File: src/rtl/uart_pkg.sv
// uart_pkg: shared types and constants for the UART transmit path.
//   tx_state_t      - transmitter FSM states
//   UART_DATA_BITS  - payload bits per frame
//   UART_IDLE_LEVEL - line level between frames and during stop bits
//   baud_div()      - clock cycles per bit for a given clock and line rate
package uart_pkg;

  typedef enum logic [1:0] {
    IDLE,
    START,
    DATA,
    STOP
  } tx_state_t;

  localparam int unsigned UART_DATA_BITS  = 8;
  localparam logic        UART_IDLE_LEVEL = 1'b1;

  function automatic int unsigned baud_div(input int unsigned clk_hz, input int unsigned baud);
    return clk_hz / baud;
  endfunction

endpackage

File: src/rtl/sync_fifo.sv
// sync_fifo: single-clock FIFO with extra-MSB wrap pointers.
// Ports:
//   clk, resetn  - clock, synchronous active-low reset (clears pointers)
//   push, wdata  - write strobe and data (ignored when full)
//   pop, rdata   - read strobe (ignored when empty); rdata shows the head entry
//   level        - number of stored entries
//   full, empty  - status flags decoded from the pointers
module sync_fifo #(
  parameter int unsigned WIDTH = 8,
  parameter int unsigned DEPTH = 8
) (
  input  logic                     clk,
  input  logic                     resetn,
  input  logic                     push,
  input  logic [WIDTH-1:0]         wdata,
  input  logic                     pop,
  output logic [WIDTH-1:0]         rdata,
  output logic [$clog2(DEPTH):0]   level,
  output logic                     full,
  output logic                     empty
);

  localparam int unsigned AW = $clog2(DEPTH);
  localparam int unsigned PW = AW + 1;

  if (DEPTH < 2 || (DEPTH & (DEPTH - 1)) != 0) begin : g_bad_depth
    $error("sync_fifo: DEPTH must be a power of two >= 2");
  end

  logic [WIDTH-1:0] mem [DEPTH];
  logic [PW-1:0]    wr_ptr;
  logic [PW-1:0]    rd_ptr;
  logic             do_push;
  logic             do_pop;

  assign do_push = push && !full;
  assign do_pop  = pop && !empty;

  // Pointer update
  always_ff @(posedge clk) begin
    if (!resetn) begin
      wr_ptr <= '0;
      rd_ptr <= '0;
    end else begin
      if (do_push) wr_ptr <= wr_ptr + PW'(1);
      if (do_pop)  rd_ptr <= rd_ptr + PW'(1);
    end
  end

  // Storage array, no reset needed
  always_ff @(posedge clk) begin
    if (do_push) mem[wr_ptr[AW-1:0]] <= wdata;
  end

  assign rdata = mem[rd_ptr[AW-1:0]];
  assign empty = (wr_ptr == rd_ptr);
  // Full when the pointers sit on the same slot but on different laps
  assign full  = (wr_ptr[AW] != rd_ptr[AW]) && (wr_ptr[AW-1:0] == rd_ptr[AW-1:0]);
  assign level = wr_ptr - rd_ptr;

endmodule

File: src/rtl/uart_tx_buf.sv
// uart_tx_buf: buffered 8N1/8N2 UART transmitter, LSB first, frames sent back-to-back.
// Ports:
//   clk, resetn  - clock, synchronous active-low reset (abandons any frame in flight)
//   in_valid     - byte offered
//   in_data      - byte to send, sampled only on an accepted transfer
//   in_ready     - registered, high whenever the FIFO is not full
//   uart_tx      - registered serial line, idle high
//   busy         - registered, frame in progress or bytes still queued
//   fifo_level   - bytes queued and not yet popped
module uart_tx_buf
  import uart_pkg::*;
#(
  parameter int unsigned CLK_HZ     = 100000000,
  parameter int unsigned BAUDRATE   = 25000000,
  parameter int unsigned FIFO_DEPTH = 8,
  parameter int unsigned STOP_BITS  = 1
) (
  input  logic                          clk,
  input  logic                          resetn,
  input  logic                          in_valid,
  input  logic [7:0]                    in_data,
  output logic                          in_ready,
  output logic                          uart_tx,
  output logic                          busy,
  output logic [$clog2(FIFO_DEPTH):0]   fifo_level
);

  localparam int unsigned DIV   = baud_div(CLK_HZ, BAUDRATE);
  localparam int unsigned CNT_W = $clog2(DIV);
  localparam int unsigned BIT_W = $clog2(UART_DATA_BITS);
  localparam int unsigned LVL_W = $clog2(FIFO_DEPTH) + 1;

  if (DIV < 2) begin : g_bad_div
    $error("uart_tx_buf: CLK_HZ/BAUDRATE must be at least 2");
  end
  if (STOP_BITS != 1 && STOP_BITS != 2) begin : g_bad_stop
    $error("uart_tx_buf: STOP_BITS must be 1 or 2");
  end

  tx_state_t                 state;
  logic [CNT_W-1:0]          baud_cnt;
  logic [BIT_W-1:0]          bit_idx;
  logic                      stop_idx;
  logic [UART_DATA_BITS-1:0] shreg;

  logic [UART_DATA_BITS-1:0] fifo_rdata;
  logic                      fifo_full;
  logic                      fifo_empty;

  logic                      push_c;
  logic                      pop_c;
  logic                      bit_done_c;
  logic                      last_stop_c;
  logic                      idle_next_c;
  logic [LVL_W-1:0]          level_next_c;

  sync_fifo #(
    .WIDTH (UART_DATA_BITS),
    .DEPTH (FIFO_DEPTH)
  ) u_fifo (
    .clk    (clk),
    .resetn (resetn),
    .push   (push_c),
    .wdata  (in_data),
    .pop    (pop_c),
    .rdata  (fifo_rdata),
    .level  (fifo_level),
    .full   (fifo_full),
    .empty  (fifo_empty)
  );

  assign push_c = in_valid && in_ready;

  // Pop decision and "FSM heads to IDLE" flag for the coming edge
  always_comb begin
    bit_done_c  = (baud_cnt == '0);
    last_stop_c = bit_done_c && (stop_idx == 1'(STOP_BITS - 1));
    pop_c       = 1'b0;
    idle_next_c = 1'b0;
    case (state)
      IDLE: begin
        pop_c       = !fifo_empty;
        idle_next_c = fifo_empty;
      end
      STOP: begin
        pop_c       = last_stop_c && !fifo_empty;
        idle_next_c = last_stop_c && fifo_empty;
      end
      default: ;
    endcase
  end

  // Occupancy after this edge; lets in_ready and busy be registered without lag
  assign level_next_c = fifo_level + LVL_W'(push_c) - LVL_W'(pop_c);

  // Transmit FSM with baud counter, shift register and registered outputs
  always_ff @(posedge clk) begin
    if (!resetn) begin
      state    <= IDLE;
      uart_tx  <= UART_IDLE_LEVEL;
      in_ready <= 1'b0;
      busy     <= 1'b0;
      baud_cnt <= '0;
      bit_idx  <= '0;
      stop_idx <= 1'b0;
      shreg    <= '0;
    end else begin
      in_ready <= (level_next_c != LVL_W'(FIFO_DEPTH));
      busy     <= !idle_next_c || (level_next_c != '0);
      case (state)
        IDLE: begin
          uart_tx <= UART_IDLE_LEVEL;
          if (pop_c) begin
            shreg    <= fifo_rdata;
            baud_cnt <= CNT_W'(DIV - 1);
            state    <= START;
            uart_tx  <= 1'b0;
          end
        end
        START: begin
          if (bit_done_c) begin
            state    <= DATA;
            uart_tx  <= shreg[0];
            bit_idx  <= '0;
            baud_cnt <= CNT_W'(DIV - 1);
          end else begin
            baud_cnt <= baud_cnt - CNT_W'(1);
          end
        end
        DATA: begin
          if (bit_done_c) begin
            shreg    <= {1'b0, shreg[UART_DATA_BITS-1:1]};
            baud_cnt <= CNT_W'(DIV - 1);
            if (bit_idx == BIT_W'(UART_DATA_BITS - 1)) begin
              state    <= STOP;
              uart_tx  <= UART_IDLE_LEVEL;
              stop_idx <= 1'b0;
            end else begin
              bit_idx <= bit_idx + BIT_W'(1);
              uart_tx <= shreg[1];
            end
          end else begin
            baud_cnt <= baud_cnt - CNT_W'(1);
          end
        end
        STOP: begin
          if (bit_done_c) begin
            baud_cnt <= CNT_W'(DIV - 1);
            if (last_stop_c) begin
              // Next byte's start bit follows the stop bit with no idle cycle
              if (pop_c) begin
                shreg   <= fifo_rdata;
                state   <= START;
                uart_tx <= 1'b0;
              end else begin
                state <= IDLE;
              end
            end else begin
              stop_idx <= stop_idx + 1'b1;
            end
          end else begin
            baud_cnt <= baud_cnt - CNT_W'(1);
          end
        end
        default: state <= IDLE;
      endcase
    end
  end

endmodule
File: config.mk
export PLATFORM = sky130hd
export DESIGN_NAME = uart_tx_buf
export DESIGN_NICKNAME = d
export VERILOG_FILES = /design/src/rtl/uart_pkg.sv /design/src/rtl/sync_fifo.sv /design/src/rtl/uart_tx_buf.sv
export SDC_FILE = /design/constraint.sdc
export NUM_CORES = 1
export LEC_CHECK = 0
export BUFFER_PORTS_ARGS = -buffer_cell sky130_fd_sc_hd__buf_4
export CAP_MARGIN = 20
export CORE_MARGIN = 5
export CORE_UTILIZATION = 45
export CTS_CLUSTER_SIZE = 10
export DETAILED_ROUTE_END_ITERATION = 16
export MAX_ROUTING_LAYER = met4
export PLACE_DENSITY_LB_ADDON = 0.2
export SYNTH_ARGS = -nofsm -noshare
export SYNTH_HDL_FRONTEND = slang
export SYNTH_SLANG_ARGS = --single-unit
File: constraint.sdc
create_clock -name clk -period 3.6 [get_ports clk]
set_input_delay 0.36 -clock clk [delete_from_list [all_inputs] [get_ports clk]]
set_output_delay 0.36 -clock clk [all_outputs]
set_load 0.1 [all_outputs]
==> results.json <==
{
  "area_delta_synth_final_pct": 12.3,
  "endpoint_kind": "flip-flop",
  "async_reset_ff_share_pct": 0,
  "synth_fp_nets": 322,
  "grt_pass1_wl_um": 12300,
  "worstMarginPinSlew_ns": 0.856,
  "maxSlewHeadroom_pct": 42.6,
  "yosysMostFrequentCell": "edfxtp_1",
  "grt_usage_pct": 14.7,
  "crit_arrival_ns": 3.54,
  "yosys.area.top_type": "edfxtp_1",
  "grt_max_degree": 21,
  "slowest_delay_ns": 0.48,
  "wl_per_cell_um": 17.1,
  "crit_fanout": 7,
  "gr-total-overflow": 0,
  "syn_area_um2": 4110,
  "synth_edf_count": 64,
  "finalCritPeriodShare_pct": 92.1,
  "diodes": 0,
  "path_cells": "ha_1 -> and3_1 -> a221oi_2 -> xnor2_1 -> ha_1 -> fa_1 -> xor2_1 -> or3_1 -> a2111oi_0 -> a21oi_1",
  "status": "finished clean",
  "cts_hold_buf": 0,
  "clock_latency_ns": 0.35,
  "dr.first_iter.drc_count": 149,
  "root_buffer": "clkbuf_8",
  "synth_cell_type_count": 50,
  "finalCriticalPeriod_ns": 3.31,
  "synth.top_cells.by_area": "edfxtp_1 (47%), dfxtp_1 (15%), mux4_2 (8.8%), ha_1 (4.9%), mux2i_1 (2.2%)",
  "crit_path_start_kind": "flip-flop",
  "path_class": "flip-flop to flip-flop",
  "peakVddDrop_uv": 464,
  "grt_pass1_vias": 2418,
  "p_total_uw": 3780,
  "fillers": 728,
  "p_seq_share_pct": 37.0,
  "synthCells": 293,
  "cts_tree": "yes",
  "cts_buffer_depth": 2,
  "stdcell_count": 434,
  "io_buffer_count": 17,
  "finalSetupViolCount": 0,
  "vias": 2388,
  "die_h_um": 106,
  "power_switching_uw": 1570,
  "detail-route-antenna-nets": 0,
  "worst_path_max_delay_cell": "dfxtp_1",
  "synth_warnings": 0,
  "fin_util_pct": 52.5,
  "synthTopCellsByCount": "edfxtp_1 (64), dfxtp_1 (30), nor2_1 (21)",
  "p_comb_share_pct": 44.6,
  "pin_count": 18,
  "dpl.cell_count": 418,
  "nets": 350,
  "ys_seq_area_share_pct": 61.3,
  "rows": 34,
  "tns_ns": 0,
  "start_util_pct": 46.7,
  "worstPathRequired_ns": 3.83,
  "cts-htree-levels": 3,
  "avgSynthCellArea_um2": 14.0,
  "post_dp_cell_area_um2": 4420,
  "dp_hpwl_um": 5070,
  "drt_pass1_iterations": 6,
  "synth-seq-cells": 94,
  "wl_um": 7420,
  "post_drt_via_cell_ratio": 5.50,
  "drv_cap": 0,
  "p_clk_share_pct": 18.4,
  "hold_violations": 0,
  "seqCellArea_um2": 2520,
  "die_area_um2": 11200,
  "p_leak_uw": 0.00161,
  "slew_viol_final": 0,
  "cts-buffers-inserted": 9,
  "route.detailed.drc": 0,
  "multi_input_area_um2": 1480,
  "internal_power_uw": 2210,
  "final_layout_size_suffix_gt1_share_pct": 21.8,
  "antenna_found_initial": 0,
  "hold_class": "primary input to flip-flop",
  "die_w_um": 106,
  "synth_top_area_share_pct": 46.7,
  "final_area_um2": 4620,
  "critical_path.most_common_cell": "ha_1",
  "power_switching_share_pct": 41.5,
  "ys.flop_type": "edfxtp_1",
  "clock-sinks": 94,
  "fmax_mhz": 302,
  "path_clk_slew_ns": 0.11,
  "rsz0062_at_grt": "no",
  "core_area_um2": 8810,
  "finalClockSkew_ns": 0.00844,
  "post-cts-setup-buffers": 0,
  "p_per_area_nw_per_um2": 819,
  "gp_congestion": 0.784
}
## cells by family after synthesis
kind of cell,share of synthesized area [%]
flip-flops,61.3
multiplexers,11.8
XOR/XNOR,2.77
adder cells (fa/ha/maj),5.84
AND/OR/NAND/NOR,7.27
AO/OA/AOI/OAI,8.24
buffers and inverters,2.80
## per-layer routing
metal  share of wire [%]  track usage [%]  wire length, um
met5                   0                -                0
met4                 1.0             4.44               74
met3                 2.7             3.73              199
met2                  48             22.4             3560
met1                  48             19.5             3590
## cells in the final DEF (no fill, tap or decap), types with 11 or more instances in the layout
master,count
edfxtp_1,64
dfxtp_1,29
buf_4,29
nor2_1,21
nand2_1,16
mux4_2,16
ha_1,16
inv_1,15
nand3_1,11
## what timing repair did
item,4_1_cts,5_1_grt
hold endpoints to repair,0,0
endpoints found under the setup margin,0,1
resized for setup,0,1
## per-stage QoR
step	hold WS, ns	setup slack (ns)
2_1_floorplan	0.442	0.105
3_3_place_gp	0.461	0.362
3_5_place_dp	0.472	0.221
4_1_cts	0.211	0.189
5_1_grt	0.203	0.0691
6_report	0.228	0.286
## critical path: cells and delay by family, from the launching register on
| family | cells | cell delay (ns) |
|---|---|---|
| fa+ha+maj | 3 | 0.93 |
| compound gates | 3 | 0.93 |
| simple gates | 2 | 0.57 |
| flops | 1 | 0.48 |
| xor+xnor | 2 | 0.28 |
## state kept, by name, indices dropped and copies added, names as in the netlist, named ones only
register       count
baud_cnt           2
state              2
uart_tx            1
u_fifo.wr_ptr      4
in_ready           1
u_fifo.rd_ptr      4
bit_idx            3
u_fifo.mem        64
busy               1
shreg              8
stop_idx           1
## power groups by stage
| stage | Combinational [uW] | Clock (uW) | Sequential [uW] |
|---|---|---|---|
| 3_3_place_gp | 1680 | 0 | 1420 |
| 6_report | 1690 | 696 | 1400 |
| 3_5_place_dp | 1700 | 0 | 1430 |
| 5_1_grt | 1850 | 771 | 1430 |
| 4_1_cts | 1700 | 717 | 1400 |
| 2_1_floorplan | 1290 | 0 | 1470 |
## worst paths after layout
check                                      from                         end  slack, ns  depth (start not counted)
setup reg to reg  u_fifo.wr_ptr[2]$_SDFFE_PN0P_             busy$_SDFF_PN0_       0.29                         10
setup / recovery  u_fifo.wr_ptr[2]$_SDFFE_PN0P_             busy$_SDFF_PN0_       0.29                         10
hold / removal                       in_data[4]  u_fifo.mem[7][4]$_DFFE_PP_       0.23                          1
hold reg to reg           stop_idx$_SDFFE_PN0P_       stop_idx$_SDFFE_PN0P_       0.49                          2
## area by class of cell
type | count | share of cell area [%]
Inverter | 16 | 1.30
Timing Repair Buffer | 29 | 4.71
Multi-Input combinational cell | 171 | 32.1
Sequential cell | 94 | 54.6
Tap cell | 108 | 2.93
Clock buffer | 9 | 2.68
Clock inverter | 7 | 1.65
No activity file was read; power rests on OpenSTA's default activity.
